[src/rtl/yadmc_wbm_memtest.sv]
// WISHBONE classic-cycle memory exerciser: writes seed-derived pattern over a word range,
// reads it back, and reports the first mismatch or an ack watchdog abort.
module yadmc_wbm_memtest #(
  parameter int                       count_width    = 20,
  parameter int                       timeout_width  = 16,
  parameter logic [timeout_width-1:0] timeout_cycles = 16'd4000
) (
  input  logic                   sys_clk,
  input  logic                   sys_rst_n,
  input  logic                   start,
  input  logic [31:0]            base_adr,
  input  logic [count_width-1:0] word_count,
  input  logic [31:0]            seed,
  output logic [31:0]            wb_adr_o,
  output logic [31:0]            wb_dat_o,
  input  logic [31:0]            wb_dat_i,
  output logic [3:0]             wb_sel_o,
  output logic                   wb_cyc_o,
  output logic                   wb_stb_o,
  output logic                   wb_we_o,
  input  logic                   wb_ack_i,
  output logic                   busy,
  output logic                   done,
  output logic                   error,
  output logic                   timeout,
  output logic [31:0]            err_adr,
  output logic [31:0]            err_dat,
  output logic [31:0]            err_exp
);

  typedef enum logic [1:0] {IDLE, WRITE, READ, FINISH} state_e;

  localparam logic [count_width-1:0]   IDX_ONE  = count_width'(1);
  localparam logic [timeout_width-1:0] WDT_ONE  = timeout_width'(1);
  localparam logic [timeout_width-1:0] WDT_LAST = timeout_cycles - WDT_ONE;

  state_e                 state_q, state_d;
  logic [count_width-1:0] idx_q, idx_d, cnt_q, cnt_d;
  logic [31:0]            base_q, base_d, seed_q, seed_d;
  logic [31:0]            adr_q, adr_d, dat_q, dat_d;
  logic [timeout_width-1:0] wdt_q, wdt_d;
  logic                   done_q, done_d, error_q, error_d, timeout_q, timeout_d;
  logic [31:0]            err_adr_q, err_adr_d, err_dat_q, err_dat_d, err_exp_q, err_exp_d;
  logic                   last_beat;

  // Pattern word: seed XOR the zero-extended index with its halves swapped.
  function automatic logic [31:0] pat_f(input logic [31:0] s, input logic [count_width-1:0] idx);
    logic [31:0] iw;
    iw = 32'(idx);
    return s ^ {iw[15:0], iw[31:16]};
  endfunction

  always_ff @(posedge sys_clk or negedge sys_rst_n) begin
    if (!sys_rst_n) begin
      state_q   <= IDLE;
      idx_q     <= '0;
      cnt_q     <= '0;
      base_q    <= '0;
      seed_q    <= '0;
      adr_q     <= '0;
      dat_q     <= '0;
      wdt_q     <= '0;
      done_q    <= 1'b0;
      error_q   <= 1'b0;
      timeout_q <= 1'b0;
      err_adr_q <= '0;
      err_dat_q <= '0;
      err_exp_q <= '0;
    end else begin
      state_q   <= state_d;
      idx_q     <= idx_d;
      cnt_q     <= cnt_d;
      base_q    <= base_d;
      seed_q    <= seed_d;
      adr_q     <= adr_d;
      dat_q     <= dat_d;
      wdt_q     <= wdt_d;
      done_q    <= done_d;
      error_q   <= error_d;
      timeout_q <= timeout_d;
      err_adr_q <= err_adr_d;
      err_dat_q <= err_dat_d;
      err_exp_q <= err_exp_d;
    end
  end

  assign last_beat = (idx_q == cnt_q - IDX_ONE);

  always_comb begin
    state_d   = state_q;
    idx_d     = idx_q;
    cnt_d     = cnt_q;
    base_d    = base_q;
    seed_d    = seed_q;
    adr_d     = adr_q;
    dat_d     = dat_q;
    wdt_d     = wdt_q;
    done_d    = done_q;
    error_d   = error_q;
    timeout_d = timeout_q;
    err_adr_d = err_adr_q;
    err_dat_d = err_dat_q;
    err_exp_d = err_exp_q;
    unique case (state_q)
      IDLE: begin
        if (start) begin
          base_d    = base_adr & 32'hFFFF_FFFC;
          seed_d    = seed;
          cnt_d     = word_count;
          idx_d     = '0;
          adr_d     = base_adr & 32'hFFFF_FFFC;
          dat_d     = seed;
          wdt_d     = '0;
          error_d   = 1'b0;
          timeout_d = 1'b0;
          err_adr_d = '0;
          err_dat_d = '0;
          err_exp_d = '0;
          done_d    = (word_count == '0);
          state_d   = (word_count == '0) ? FINISH : WRITE;
        end
      end
      WRITE, READ: begin
        if (wb_ack_i) begin
          wdt_d = '0;
          if (state_q == READ && wb_dat_i != dat_q) begin
            // dat_q holds pat(i) during READ, so it doubles as the expected word.
            error_d   = 1'b1;
            err_adr_d = adr_q;
            err_dat_d = wb_dat_i;
            err_exp_d = dat_q;
            done_d    = 1'b1;
            state_d   = FINISH;
          end else if (last_beat) begin
            idx_d = '0;
            adr_d = base_q;
            dat_d = seed_q;
            if (state_q == WRITE) begin
              state_d = READ;
            end else begin
              done_d  = 1'b1;
              state_d = FINISH;
            end
          end else begin
            idx_d = idx_q + IDX_ONE;
            adr_d = adr_q + 32'd4;
            dat_d = pat_f(seed_q, idx_q + IDX_ONE);
          end
        end else if (wdt_q == WDT_LAST) begin
          timeout_d = 1'b1;
          error_d   = 1'b1;
          err_adr_d = adr_q;
          done_d    = 1'b1;
          state_d   = FINISH;
        end else begin
          wdt_d = wdt_q + WDT_ONE;
        end
      end
      FINISH:  state_d = IDLE;
      default: state_d = IDLE;
    endcase
  end

  always_comb begin
    wb_cyc_o = (state_q == WRITE) || (state_q == READ);
    wb_stb_o = wb_cyc_o;
    wb_we_o  = (state_q == WRITE);
    wb_sel_o = wb_cyc_o ? 4'hF : 4'h0;
    busy     = wb_cyc_o;
  end

  assign wb_adr_o = adr_q;
  assign wb_dat_o = dat_q;
  assign done     = done_q;
  assign error    = error_q;
  assign timeout  = timeout_q;
  assign err_adr  = err_adr_q;
  assign err_dat  = err_dat_q;
  assign err_exp  = err_exp_q;

endmodule

[config.mk]
export PLATFORM = sky130hd
export DESIGN_NAME = yadmc_wbm_memtest
export DESIGN_NICKNAME = d
export VERILOG_FILES = /design/src/rtl/yadmc_wbm_memtest.sv
export SDC_FILE = /design/constraint.sdc
export NUM_CORES = 1
export LEC_CHECK = 0
export BUFFER_PORTS_ARGS = -buffer_cell sky130_fd_sc_hd__buf_2
export CAP_MARGIN = 15
export CORE_MARGIN = 1
export CORE_UTILIZATION = 50
export DETAILED_ROUTE_END_ITERATION = 16
export PLACE_DENSITY_LB_ADDON = 0.3
export SYNTH_ARGS = -nofsm -noshare
export SYNTH_HDL_FRONTEND = slang
export SYNTH_SLANG_ARGS = --single-unit
[constraint.sdc]
create_clock -name sys_clk -period 4.35 [get_ports sys_clk]
set_input_delay 0.2175 -clock sys_clk [delete_from_list [all_inputs] [get_ports sys_clk]]
set_output_delay 0.2175 -clock sys_clk [all_outputs]
set_load 0.1 [all_outputs]
* Yosys cells after proc, flatten, opt, wreduce, memory -nomap -nowiden *
Index checks and enable logic that the tools add are counted.

cells by class
  add/subtract/negate cells = 4
  multipliers = 0
  div/mod/pow operators = 0
  $lt $le $gt $ge = 0
  eq/ne operators = 17
  shift-type cells = 0
  mux-type cells = 52
  bitwise gates (word level) = 1
  reduce and logical (&&, ||, !) cells = 14

operators with widths
  kind                                                                     count
  32-bit two-way mux                                                       16
  32-bit case mux with 2 select lines                                      5
  20-bit two-way mux                                                       4
  16-bit two-way mux                                                       3
  20-bit case mux with 2 select lines                                      1
  32-bit by 3-bit adder with 32-bit output, second input constant          1
  32-bit != test                                                           1
  16-bit case mux with 2 select lines                                      1
  32-bit XOR                                                               1
  20-bit by 1-bit adder with 20-bit output, second input constant          1
  20-bit equality test                                                     1
  20-bit logical NOT                                                       1
  20-bit by 1-bit subtractor with 20-bit output, second input constant     1
  16-bit by 1-bit adder with 16-bit output, second input constant          1
  16-bit by 12-bit equality test with 1-bit output, second input constant  1
  4-bit AND reduction                                                      4
  2-bit two-way mux                                                        6
  2-bit != test, second input constant                                     6
  1-bit two-way mux                                                        11
  3-bit != test, second input constant                                     3
  4-bit != test, second input constant                                     2
  1-bit case mux with 2 select lines                                       3
  2-bit case mux with 3 select lines                                       1
  3-bit AND reduction                                                      2
  other kinds (10)                                                         11

storage, ports and cells
  flip-flop bits (word level) = 283
  bits in latches = 0
  RAM bits = 0
  memory bits (read-only) = 0
  input port bits = 120
  output and inout port bits = 171
  memories = 0

* Depth between registers and ports, before layout *
  word-level depth = 6
  depth in mapped cells = 12
  depth with buffers taken out = 10

* Worst setup path before layout *
OpenSTA, ideal clock, no wires.

  path type = register -> register
  start = register state_q[0]
  end = register idx_q[5]
  data arrival time = 3.373 ns
  setup slack = 0.895 ns
  cell stages (with the launch flop) = 13
  path through = dfrtp_1 > inv_1 > ha_1 > clkbuf_1 > inv_1 > o21ai_0 > nand2_1 > or3_1 > a21oi_1 > buf_2 > buf_6 > o21ai_0 > a31oi_1

on the way
  cells in the longest elaborated chain, start to end = 4
  elaborated cells on any way between the ends = 11

RTL lines
  item                                                                                   line      text
  start, declared                                                                        37        state_e state_q, state_d;
  start signal, assigned                                                                 70        state_q <= state_d;
  2-bit by 1-bit equality test with 1-bit output or 2-bit equality test (tied branches)  104, 126
  2-bit OR reduction or 1-bit logical AND (tied branches)                                104, 126
  2-bit != test (no source line) or 2-bit nonzero test (tied branches)                   n/a
  4-bit AND reduction (no source line)                                                   n/a
  end signal, assigned                                                                   71        idx_q <= idx_d;
  end, declared                                                                          38        logic [count_width-1:0] idx_q, idx_d, cnt_q, cnt_d;

Parallel ways exist; a longest one is shown, timed or not.
A chain may end at the register's enable or synchronous reset.

* Worst setup path after layout *
  start = register cnt_q[0]
  end = register adr_q[9] (netlist: wb_adr_o[9])

on the way
  cells in the longest elaborated chain, start to end = 6

RTL lines
  item                                           line  text
  start, declared                                38
  start signal, assigned                         72    cnt_q <= cnt_d;
  20-bit by 1-bit subtractor with 20-bit output  87    assign last_beat = (idx_q == cnt_q - IDX_ONE);
  20-bit equality test                           87
  32-bit two-way mux                             134   end else if (last_beat) begin
  32-bit two-way mux                             126   if (state_q == READ && wb_dat_i != dat_q) begin
  32-bit two-way mux                             124   if (wb_ack_i) begin
  32-bit case mux with 2 select lines            104   unique case (state_q)
  end signal, assigned                           75    adr_q <= adr_d;
  end, declared                                  40    logic [31:0] adr_q, adr_d, dat_q, dat_d;

Every way passes these cells. The select of a mux whose other input is x is not followed.

==> summary.txt <==
Floorplan
  • Number of standard-cell rows in the floorplan: 60
  • Full die area: 28100 µm²
  • Starting density of the core: 0.509
  • Number of placed I/O pins: 291
  • Die Wd: 168 µm
  • Die extent in y: 168 µm
  • Std-Cell Core Area: 27000 µm²

Placed design
  • # port buffers: 286
  • Final weighted congestion of routability-driven global placement: 0.893
  • DPL Wire Length: 27.1 mm
  • DP Cell Count: 1859
  • Instance area at placement: 15500 µm²

Timing
  • Number of max-slew violations in the final report: 0
  • Worst setup skew after layout: 0.0154 ns
  • Total negative setup slack: 0 ns
  • Setup repair after global routing missed its margin: false
  • Worst-case hold slack: 0.0775 ns
  • Highest clock rate: 266 MHz
  • Slew at the pin closest to its max-slew limit: 1.07 ns
  • Final Hold Viols: 0
  • Minimum period implied by the final worst setup slack: 3.76 ns
  • Relative slew margins: 0.285
  • Final period utilization: 0.865
  • Final setup fails: 0

Clock tree
  • Setup Fix Bufs, Post-CTS: 0
  • Clock slew seen by the registers of the worst setup and hold paths: 0.06 ns
  • Later-pin clock latency in the skew report: 0.56 ns
  • CTS Buf Count: 30
  • # hold bufs at CTS: 115
  • TritonCTS clock tree: yes
  • Total of cells resized after clock tree synthesis: 0
  • Count of clock tree sinks: 280
  • CTS max path bufs: 3
  • CTS H-Tree Depth: 1
  • Root Buffer Master: clkbuf_16

Worst setup path
  • Biggest fanout along the worst timing path: 23
  • Arrival time of the worst setup path: 4.18 ns
  • Type of the worst setup path: flop to flop
  • Crit Reg-Reg Startpoint: cnt_q[0]$_DFFE_PN0P_
  • Critical path origin: cnt_q[0]$_DFFE_PN0P_
  • Element type at the critical path end: flop
  • Setup crit start kind: flop
  • Required time at the worst-slack endpoint: 4.76 ns

Drt
  • Drt first pass iters: 5
  • Initial DRC Count: 906
  • Post-route antenna net violation count: 0
  • DR DRC count: 0
  • WL final: 40.6 mm
  • Via count: 11756
  • Via/cell ratio: 5.79
  • Wirelength per Cell: 20.0 µm

Global routing
  • Number of global-route vias before repair: 11642
  • Pin count of the biggest net entering global routing: 96
  • Global-route congestion overflow total: 0
  • Number of antenna violations at the first check in global routing: 4
  • Tot GR Track Use: 0.286
  • Wire length of the first global-routing pass: 64.0 mm

Final layout
  • NumNets Final: 1797
  • Share of layout cells above drive strength 1: 0.269
  • Synth-to-layout area growth: 28.3%
  • Count of placed standard cells in the final layout, fillers left out: 2031
  • Cell area after layout: 17600 µm²

Synth
  • Number of synthesized register bits: 280
  • Primary flip-flop cell chosen by synthesis mapping: dfrtp_1
  • Fraction of synthesized cell area taken by the top area cell type: 0.510
  • Post-synthesis cell type count: 60
  • Synth top area cells: dfrtp_1, mux2_2, xnor2_1, a22o_1, mux2i_1
  • Post-Syn Area per Cell: 10.6 µm²
  • Most frequently used cell type in the post-synthesis netlist: dfrtp_1
  • Synthesized area: 13700 µm²
  • Post-synthesis instance total: 1297
  • EDFF count, synth: 0
  • Top cells by count, synth: dfrtp_1, nand2_1, xnor2_1, mux2_2, a21oi_1
  • Cell taking the most area after synthesis: dfrtp_1
  • Share of synthesized registers carrying an async set or reset: 1.00
  • Count of yosys warnings during synthesis: 0
  • Sequential share of the synthesized area: 0.510

Run status
  • Result of the run: finished clean

Run
  • Count of maximum capacitance violations: 0

Min path
  • Hold path startpoint: wb_ack_i
  • Class of the tightest hold or removal check: input pin to flop
cells in the final DEF, fill, tap and decap left out, drive strengths merged, types with 7 or more instances in the layout:
master | netlist | layout
inv | 17 | 17
a31oi | 19 | 19
clkbuf | 65 | 47
or3 | 9 | 9
xnor2 | 93 | 93
a22oi | 10 | 10
a21oi | 79 | 79
nor2b | 7 | 7
a22o | 65 | 65
mux2i | 48 | 48
dlygate4sd3 | 0 | 115
nor4 | 16 | 16
nor3 | 9 | 9
nand3 | 24 | 24
mux2 | 82 | 82
xor2 | 32 | 32
and3 | 20 | 20
nand4 | 22 | 22
ha | 11 | 11
o22ai | 40 | 40
nand2 | 128 | 128
nor2 | 66 | 66
nand2b | 12 | 12
dfrtp | 280 | 280
o21ai | 71 | 71
buf | 24 | 310
state kept, by name, summed over array words and instances, names as in the netlist, 2 cells and up:
name	flops
err_dat	32
err_exp	32
seed_q	32
wb_dat_o	32
err_adr	31
base_q	30
wb_adr_o	30
cnt_q	20
idx_q	20
wdt_q	16
state_q	2
kinds of logic after synthesis:
family | synth area share
buf+inv | 0.0331
simple gates | 0.117
compound gates | 0.147
xor+xnor | 0.0797
flops | 0.510
fa+ha+maj | 0.0100
other cells | 0.000273
mux | 0.102
critical path: stages, from the launching register on:
cell and delay (ns):
dfrtp_1 0.44, inv_1 0.08, ha_1 0.23, or4b_4 0.51
or3_1 0.40, a2111oi_4 0.41, o2111ai_1 0.24, nor4_4 0.29
nand2_4 0.33, buf_4 0.36, mux2i_1 0.20, o22ai_1 0.10
per-layer routing:
metal  vias up  share of wire  global-route usage  wire, µm
met5         -        0.00094                   0        38
met4         6          0.032              0.0941      1310
met3        88          0.067              0.0503      2720
met2       517           0.47               0.465     19100
met1      5770           0.43               0.389     17400
li1       5375              -                   -         -
final cells by class:
class | count | area [µm²]
sequential | 280 | 7010
clock buffer | 47 | 916
timing repair buffer | 425 | 2820
antenna | 3 | 7.51
tap | 341 | 427
fill | 2111 | 9330
clock inverter | 6 | 80.1
multi-input combinational | 912 | 6300
inverter | 17 | 63.8
final timing paths:
check / to / slack, ns / cells after the start
setup / recovery: wb_adr_o[9]$_DFFE_PN0P_ / 0.59 / 11
hold / removal: state_q[0]$_DFFE_PN0P_ / 0.08 / 4
setup reg to reg: wb_adr_o[9]$_DFFE_PN0P_ / 0.59 / 11
hold reg to reg: err_adr[19]$_DFFE_PN0P_ / 0.47 / 2
max in group asynchronous: base_q[25]$_DFFE_PN0P_ / 2.81 / 3
min in group asynchronous: seed_q[6]$_DFFE_PN0P_ / 0.24 / 2
per-stage QoR:
stage | worst slack [ns] | utilization
2_1_floorplan | 0.895 | -
3_3_place_gp | 0.721 | 0.573
3_5_place_dp | 0.613 | 0.573
4_1_cts | 0.559 | 0.653
5_1_grt | 0.424 | 0.654
6_report | 0.587 | 0.654
Power is left out: the tool's default activity adds up to more than one toggle a clock period on the data nets, which glitch-free logic cannot reach.
